`config.mk`:
```
export PLATFORM = sky130hd
export DESIGN_NAME = nyq_rx_decim
export DESIGN_NICKNAME = d
export VERILOG_FILES = /design/src/rtl/nyq_rx_decim.sv
export SDC_FILE = /design/constraint.sdc
export NUM_CORES = 2
export LEC_CHECK = 0
export CORE_UTILIZATION = 30
export CTS_CLUSTER_DIAMETER = 120
export DETAILED_ROUTE_END_ITERATION = 6
export PLACE_DENSITY = 0.44
export SLEW_MARGIN = 10
export SYNTH_ARGS = -nofsm -noshare
export SYNTH_HDL_FRONTEND = slang
export SYNTH_SLANG_ARGS = --single-unit
```
`constraint.sdc`:
```
create_clock -name Clk_CI -period 12.9 [get_ports Clk_CI]
set_input_delay 2.58 -clock Clk_CI [delete_from_list [all_inputs] [get_ports Clk_CI]]
set_output_delay 2.58 -clock Clk_CI [all_outputs]
set_load 0.02 [all_outputs]
```
`src/rtl/nyq_rx_decim.sv`:
```
// Receive-side Nyquist matched filter: NTAPS delay line, decimate-by-DECIM, serial MAC per output.
// Define NYQ_RX_SAT_EN to saturate the shifted accumulator; otherwise it wraps to OUT_WIDTH bits.
module nyq_rx_decim #(
  parameter int ADDR_WIDTH = 11,
  parameter int MEM_WIDTH  = 24,
  parameter int IN_WIDTH   = 24,
  parameter int OUT_WIDTH  = 24,
  parameter int NTAPS      = 16,
  parameter int DECIM      = 2,
  parameter int SHIFT      = 23
) (
  input  logic                        Clk_CI,
  input  logic                        Rst_RBI,
  input  logic                        WrEn_SI,
  input  logic [ADDR_WIDTH-1:0]       Addr_DI,
  input  logic [MEM_WIDTH-1:0]        PAR_In_DI,
  input  logic [IN_WIDTH-1:0]         NYQ_In_DI,
  input  logic                        In_Valid_SI,
  output logic                        In_Ready_SO,
  output logic [OUT_WIDTH-1:0]        NYQ_Out_DO,
  output logic                        Out_Valid_SO
);

  localparam int TW = $clog2(NTAPS);
  localparam int PW = (DECIM > 1) ? $clog2(DECIM) : 1;
  localparam int PROD_W = MEM_WIDTH + IN_WIDTH;
  localparam int AW = PROD_W + TW;
  localparam logic [ADDR_WIDTH:0] NTAPS_A = (ADDR_WIDTH+1)'(NTAPS);
  localparam logic [TW-1:0] TAP_LAST = TW'(NTAPS - 1);
  localparam logic [PW-1:0] PHASE_LAST = PW'(DECIM - 1);

  typedef enum logic [1:0] {IDLE, MAC, OUT} state_e;

  state_e                      state_q, state_d;
  logic signed [MEM_WIDTH-1:0] coef_q [NTAPS];
  logic signed [IN_WIDTH-1:0]  x_q [NTAPS];
  logic signed [AW-1:0]        acc_q, acc_d;
  logic [TW-1:0]               tap_q, tap_d;
  logic [PW-1:0]               phase_q, phase_d;
  logic [OUT_WIDTH-1:0]        out_q, out_d;
  logic                        valid_q, valid_d;

  logic                        accept;
  logic                        coef_we;
  logic signed [PROD_W-1:0]    prod;
  logic signed [AW-1:0]        shifted;
  logic [OUT_WIDTH-1:0]        reduced;

  assign In_Ready_SO  = (state_q == IDLE);
  assign NYQ_Out_DO   = out_q;
  assign Out_Valid_SO = valid_q;

  assign accept  = In_Valid_SI & In_Ready_SO;
  assign coef_we = WrEn_SI && (state_q == IDLE) && ({1'b0, Addr_DI} < NTAPS_A);
  assign prod    = coef_q[tap_q] * x_q[tap_q];
  assign shifted = acc_q >>> SHIFT;

`ifdef NYQ_RX_SAT_EN
  logic [AW-OUT_WIDTH:0] upper;
  assign upper = shifted[AW-1:OUT_WIDTH-1];
  // In range exactly when every bit above the output sign bit replicates it.
  always_comb begin
    reduced = shifted[OUT_WIDTH-1:0];
    if (!((&upper) || (~|upper)))
      reduced = shifted[AW-1] ? {1'b1, {(OUT_WIDTH-1){1'b0}}} : {1'b0, {(OUT_WIDTH-1){1'b1}}};
  end
`else
  logic unused_hi;
  assign unused_hi = ^shifted[AW-1:OUT_WIDTH];
  assign reduced   = shifted[OUT_WIDTH-1:0];
`endif

  always_comb begin
    state_d = state_q;
    acc_d   = acc_q;
    tap_d   = tap_q;
    phase_d = phase_q;
    out_d   = out_q;
    valid_d = 1'b0;
    case (state_q)
      IDLE: begin
        if (accept) begin
          if (phase_q == PHASE_LAST) begin
            phase_d = '0;
            acc_d   = '0;
            tap_d   = '0;
            state_d = MAC;
          end else begin
            phase_d = phase_q + 1'b1;
          end
        end
      end
      MAC: begin
        acc_d = acc_q + {{TW{prod[PROD_W-1]}}, prod};
        if (tap_q == TAP_LAST) state_d = OUT;
        else                   tap_d   = tap_q + 1'b1;
      end
      OUT: begin
        out_d   = reduced;
        valid_d = 1'b1;
        state_d = IDLE;
      end
      default: state_d = IDLE;
    endcase
  end

  always_ff @(posedge Clk_CI or negedge Rst_RBI) begin
    if (!Rst_RBI) begin
      state_q <= IDLE;
      acc_q   <= '0;
      tap_q   <= '0;
      phase_q <= '0;
      out_q   <= '0;
      valid_q <= 1'b0;
      for (int unsigned i = 0; i < NTAPS; i++) begin
        coef_q[i] <= '0;
        x_q[i]    <= '0;
      end
    end else begin
      state_q <= state_d;
      acc_q   <= acc_d;
      tap_q   <= tap_d;
      phase_q <= phase_d;
      out_q   <= out_d;
      valid_q <= valid_d;
      if (coef_we) coef_q[Addr_DI[TW-1:0]] <= PAR_In_DI;
      if (accept) begin
        for (int unsigned i = NTAPS - 1; i > 0; i--) x_q[i] <= x_q[i-1];
        x_q[0] <= NYQ_In_DI;
      end
    end
  end

endmodule

```
* Word level (Yosys, flattened, before mapping)
Cells that the tools add are included.
** Storage, ports and cells
- Output and inout bits :: 26
- Input port bits :: 63
- Logic and storage cells :: 87
- Bits in registers :: 852
** Operators by class
- Multipliers :: 1
- Multiplexer cells :: 22
- Bitwise operators :: 3
- Equal/unequal tests :: 7
- Add/subtract/negate cells :: 3
- Reduce and logical (&&, ||, !) cells :: 9
- Magnitude comparators :: 4
** Operators with widths (number)
- $bwmux W384 :: 1
- $bmux W24 S4 :: 2
- $mux W24 :: 5
- $mux W52 :: 2
- $pmux W52 S2 :: 1
- $demux W24 S4 :: 1
- $add A52 B52 Y52 :: 1
- $mul A24 B24 Y48 :: 1
- $mux W4 :: 3
- $lt A11 B5 Y1 const B :: 1
- $ge A5 B5 Y1 const B :: 2
- $not A4 Y5 :: 2
- $pmux W4 S2 :: 1
- $mux W2 :: 3
- $reduce_and A3 Y1 :: 2
- $lt A5 B1 Y1 const B :: 1
- $add A4 B1 Y4 const B :: 1
- $eq A4 B4 Y1 const B :: 1
- $ne A2 B1 Y1 const B :: 2
- $ne A2 B2 Y1 const B :: 2
- $pmux W2 S2 :: 1
- $reduce_and A4 Y1 :: 1
- $logic_and A1 B1 Y1 :: 3
- $eq A2 B1 Y1 const B :: 1
- other kinds (7) :: 8

* Longest topological paths before layout
- Depth in word-level cells :: 7
- Depth in mapped cells :: 46
- Gate-level depth less buffers :: 41

* Worst setup path before layout
Ideal clock, no wire load.
- Kind :: flip-flop to flip-flop
- Start :: reg tap_q[0]
- End :: reg acc_q[46]
- Stages on the path, launching flop included :: 42
- Period minus slack after synthesis :: 10596 ps
- Library setup time :: 122 ps
- Path slack :: 2304 ps
- Data required time :: 12778 ps
- Buffers on the path :: 6
- Arrival time :: 10475 ps
- Cells stage by stage :: dfrtp_1 -> buf_6 -> buf_2 -> buf_2 -> buf_2 -> mux4_2 -> mux4_2 -> clkbuf_1 -> nand2_1 -> fa_1 -> fa_1 -> fa_1 -> inv_1 -> fa_1 -> inv_1 -> fa_1 -> inv_1 -> fa_1 -> [6 not listed] -> a21oi_1 -> o31a_1 -> o211ai_1 -> a21oi_1 -> o31a_1 -> or4_1 -> nand3_1 -> ha_1 -> clkbuf_1 -> and4_1 -> nand2_1 -> o211ai_1 -> a41oi_4 -> a2111oi_1 -> o221ai_1 -> a21o_1 -> a21o_1 -> a32o_1
** Between the ends
- Longest elaborated chain between the ends :: 7
- Elaborated cells on any way between the ends :: 10
- Those cells by class :: add/sub: 1; mul: 1; mux: 7; bitwise: 1
** Ends and longest elaborated chain
- start, declared :: RTL line 38 : logic [TW-1:0] tap_q, tap_d;
- start signal, assigned :: RTL line 122 : tap_q <= tap_d;
- $not A4 Y5 (implied by the code) * :: RTL line 55 : assign prod = coef_q[tap_q] * x_q[tap_q];
- $bmux W24 S4 :: RTL line 55
- $mux W24 (implied by the code) (2 in series) :: RTL line 55
- $mul A24 B24 Y48 * :: RTL line 55
- $add A52 B52 Y52 * :: RTL line 94 : acc_d = acc_q + {{TW{prod[PROD_W-1]}}, prod};
- $pmux W52 S2 * :: RTL line 80 : case (state_q)
- end signal, assigned :: RTL line 110 : acc_q <= '0;
- end signal, assigned :: RTL line 121 : acc_q <= acc_d;
- end, declared :: RTL line 37 : logic signed [AW-1:0] acc_q, acc_d;
Every way passes the cells marked *; elsewhere a longest branch is shown, timed or not. The select of a mux whose other input is x is not followed.
A chain may end at the register's enable or synchronous reset.

* Worst setup path after layout
Same ends and word-level chain as after synthesis.

==> results.yml <==
synth:
  syn_avg_cell_area_um2: 12.2
  seq_area_frac_synth_pct: 35.2
  syn_area_um2: 60200
  synth_flop_cell: "dfrtp_1"
  yosysTopAreaCell: "dfrtp_1"
  synthTopCellsByArea: "dfrtp_1, fa_1, mux2_2"
  synth_top_cell_area_share_pct: 35.2
  synth-edff-count: 0
  synthMostInstantiatedCell: "dfrtp_1"
  yosysUniqueCellTypes: 71
  ys_top_cells_by_count: "dfrtp_1, mux2_2, inv_1"
  synthesis.instances: 4929
  synth_seq_cells: 847
  synth_fp_nets: 5772
  synthArstFlopShare_pct: 100
  ys_warn_count: 0
die:
  dieArea_um2: 203000
  die_w_um: 450
  coreArea_um2: 200000
  initial_core_util_pct: 30.2
  pin_count: 89
  rows: 164
  die_y_um: 450
placed_design:
  place_hpwl_um: 113000
  gp_congestion: 0.857
  place_ws_ps: 1040
  port_buffers: 88
setup_path:
  cpMostUsedCell: "fa_1"
  reg2reg_from: "tap_q[0]"
  critPathSlowestCell: "dfrtp_4"
  cp-startpoint: "tap_q[0]"
  path_buf_inv: 6
  crit_type: "reg2reg"
  cp.arrival_ps: 12450
  path_depth: 36
  reg2reg_to: "acc_q[46]"
  endpoint: "acc_q[46]"
  rr_worst_depth: 36
  critPathTopFamily: "adder cells"
  critical_path.max_fanout: 24
  cp-end-kind: "register"
  cpPeakStageDelay_ps: 830
  start_kind: "register"
  cp.required_ps: 13520
  reg2reg_setup_slack_ps: 1080
outcome:
  status: "finished, final reports clean"
timing:
  maxSlewHeadroom_pct: 33.0
  tightest_slew_ps: 1000
  finalSetupTns_ps: 0
  final-setup-viol-count: 0
  rsz0062_at_grt: "no"
  drv_slew: 0
  fmax_mhz: 84.6
  setup_ws_ps: 1080
  hold_viol_final: 0
  post-route-period-util_pct: 91.6
  worst_clock_skew_ps: 50.7
  post-route-min-period_ps: 11820
finish:
  multi_input_comb_area_um2: 35400
  regArea_um2: 21200
  fin_nets: 5777
  drive_above_1_share_pct: 26.6
  fillers: 19799
  area_growth_pct: 12.4
route:
  vias: 36784
  wire_per_inst_um: 20.9
  firstDrtPassIters: 5
  via_per_inst: 4.79
  drc: 0
  drt_iter0_drc: 2144
  routed_wl_um: 160000
  drt.antenna.violating_nets: 0
cts:
  cts_sinks: 847
  cts_tree: "yes"
  clock_latency_ps: 760
  cts.path.max_buffers: 3
  cts_setup_buffers: 0
  cts_root_buf: "clkbuf_16"
  clk_pin_slew_ps: 60
  cts_hold_buf: 0
  htreeDepth: 3
  cts_resized: 0
  numCtsBuffers: 104
power_and_ir_drop:
  p_per_area_nw_per_um2: 202
  p_leak_nw: 31.8
  max-vdd-ir-drop_mv: 0.131
grt:
  grt.overflow.total: 0
  track_usage_pct: 16.1
  grt_max_degree: 153
  first_global_vias: 40025
  grt_pass1_wl_um: 253000
  grt_antenna_before_repair: 11
hold_path:
  hold_class: "reg2reg"
flow_run:
  cap_violations: 0
-- where the power goes --
part / leakage (nW) / internal (mW) / switching (mW)
clock network: 1.74 / 1.74 / 1.23
logic: 18.7 / 2.91 / 4.07
registers: 11.3 / 3.25 / 0.512
-- stage by stage --
stage | utilization (%) | total power [mW] | hold WS, ps | instance area, um^2 | instances
finish | 33.9 | 13.7 | 490 | 67700 | 7675
global route | 33.9 | 14.7 | 513 | 67700 | 7674
CTS | 33.9 | 13.9 | 495 | 67700 | 7674
detailed placement | 32.2 | 10.9 | 480 | 64200 | 7484
global placement | 32.2 | 10.8 | 471 | 64200 | 7484
floorplan | - | 8.53 | 456 | 60200 | 4929
-- logic make-up after synthesis --
family | synth area share [%]
xor gates and xnor gates | 1.32
buffers and inverters | 6.20
adders and majority gates | 23.7
and+or+nand+nor | 6.09
DFF | 35.2
AOI/OAI and AO/OA | 3.72
muxes | 23.8
-- flip-flops by register name (all words and copies together) (netlist names) --
register	flops
coef_q	384
state_q	2
phase_q	1
Out_Valid_SO	1
tap_q	4
x_q	384
acc_q	47
NYQ_Out_DO	24
-- tightest hold or removal path, cell delays in order, from the launching register on --
cell     delay (ps)
dfrtp_1         350
nand2_1          50
o21ai_0          60
-- metal layers --
layer  share of wire, %  track usage (%)
met5              0.030                0
met4                1.6             3.22
met3                4.5             2.42
met2                 46             25.5
met1                 48             23.3
-- final cells by class --
type / count / share of cell area [%]
tap: 2656 / 4.91
inverter: 699 / 3.87
antenna: 1 / 0.00369
multi-input combinational: 3106 / 52.3
timing repair buffer: 176 / 2.47
clock buffer: 147 / 4.42
sequential: 847 / 31.3
clock inverter: 43 / 0.761
-- worst min-delay path by stage --
stage / depth (start not counted) / from / endpoint
after floorplan: 2 / acc_q[10] / acc_q[10]
after global placement: 2 / acc_q[3] / acc_q[3]
after detailed placement: 2 / acc_q[21] / acc_q[21]
after CTS: 2 / acc_q[5] / acc_q[5]
after global routing: 1 / coef_q[11] / coef_q[11]
final: 2 / acc_q[3] / acc_q[3]
-- layout by cell type (no fill, tap or decap), types with 10 or more instances in the layout --
cell / count
inv_1: 698
clkbuf_16: 104
xor2_1: 35
and2_1: 49
clkinv_2: 24
o21a_1: 20
o211ai_1: 10
nand2b_1: 28
clkbuf_8: 23
nand4_1: 14
clkbuf_1: 20
mux2i_1: 11
a21o_1: 42
a21oi_1: 75
clkdlybuf4s50_1: 87
nor2_1: 201
ha_1: 180
mux4_2: 230
mux2_2: 803
xnor2_1: 56
o21bai_1: 10
nand2_1: 465
nor2b_1: 22
o21ai_0: 79
dfrtp_1: 843
nand3_1: 19
buf_12: 10
buf_4: 78
fa_1: 600
Power figures use the tool's default switching activity.
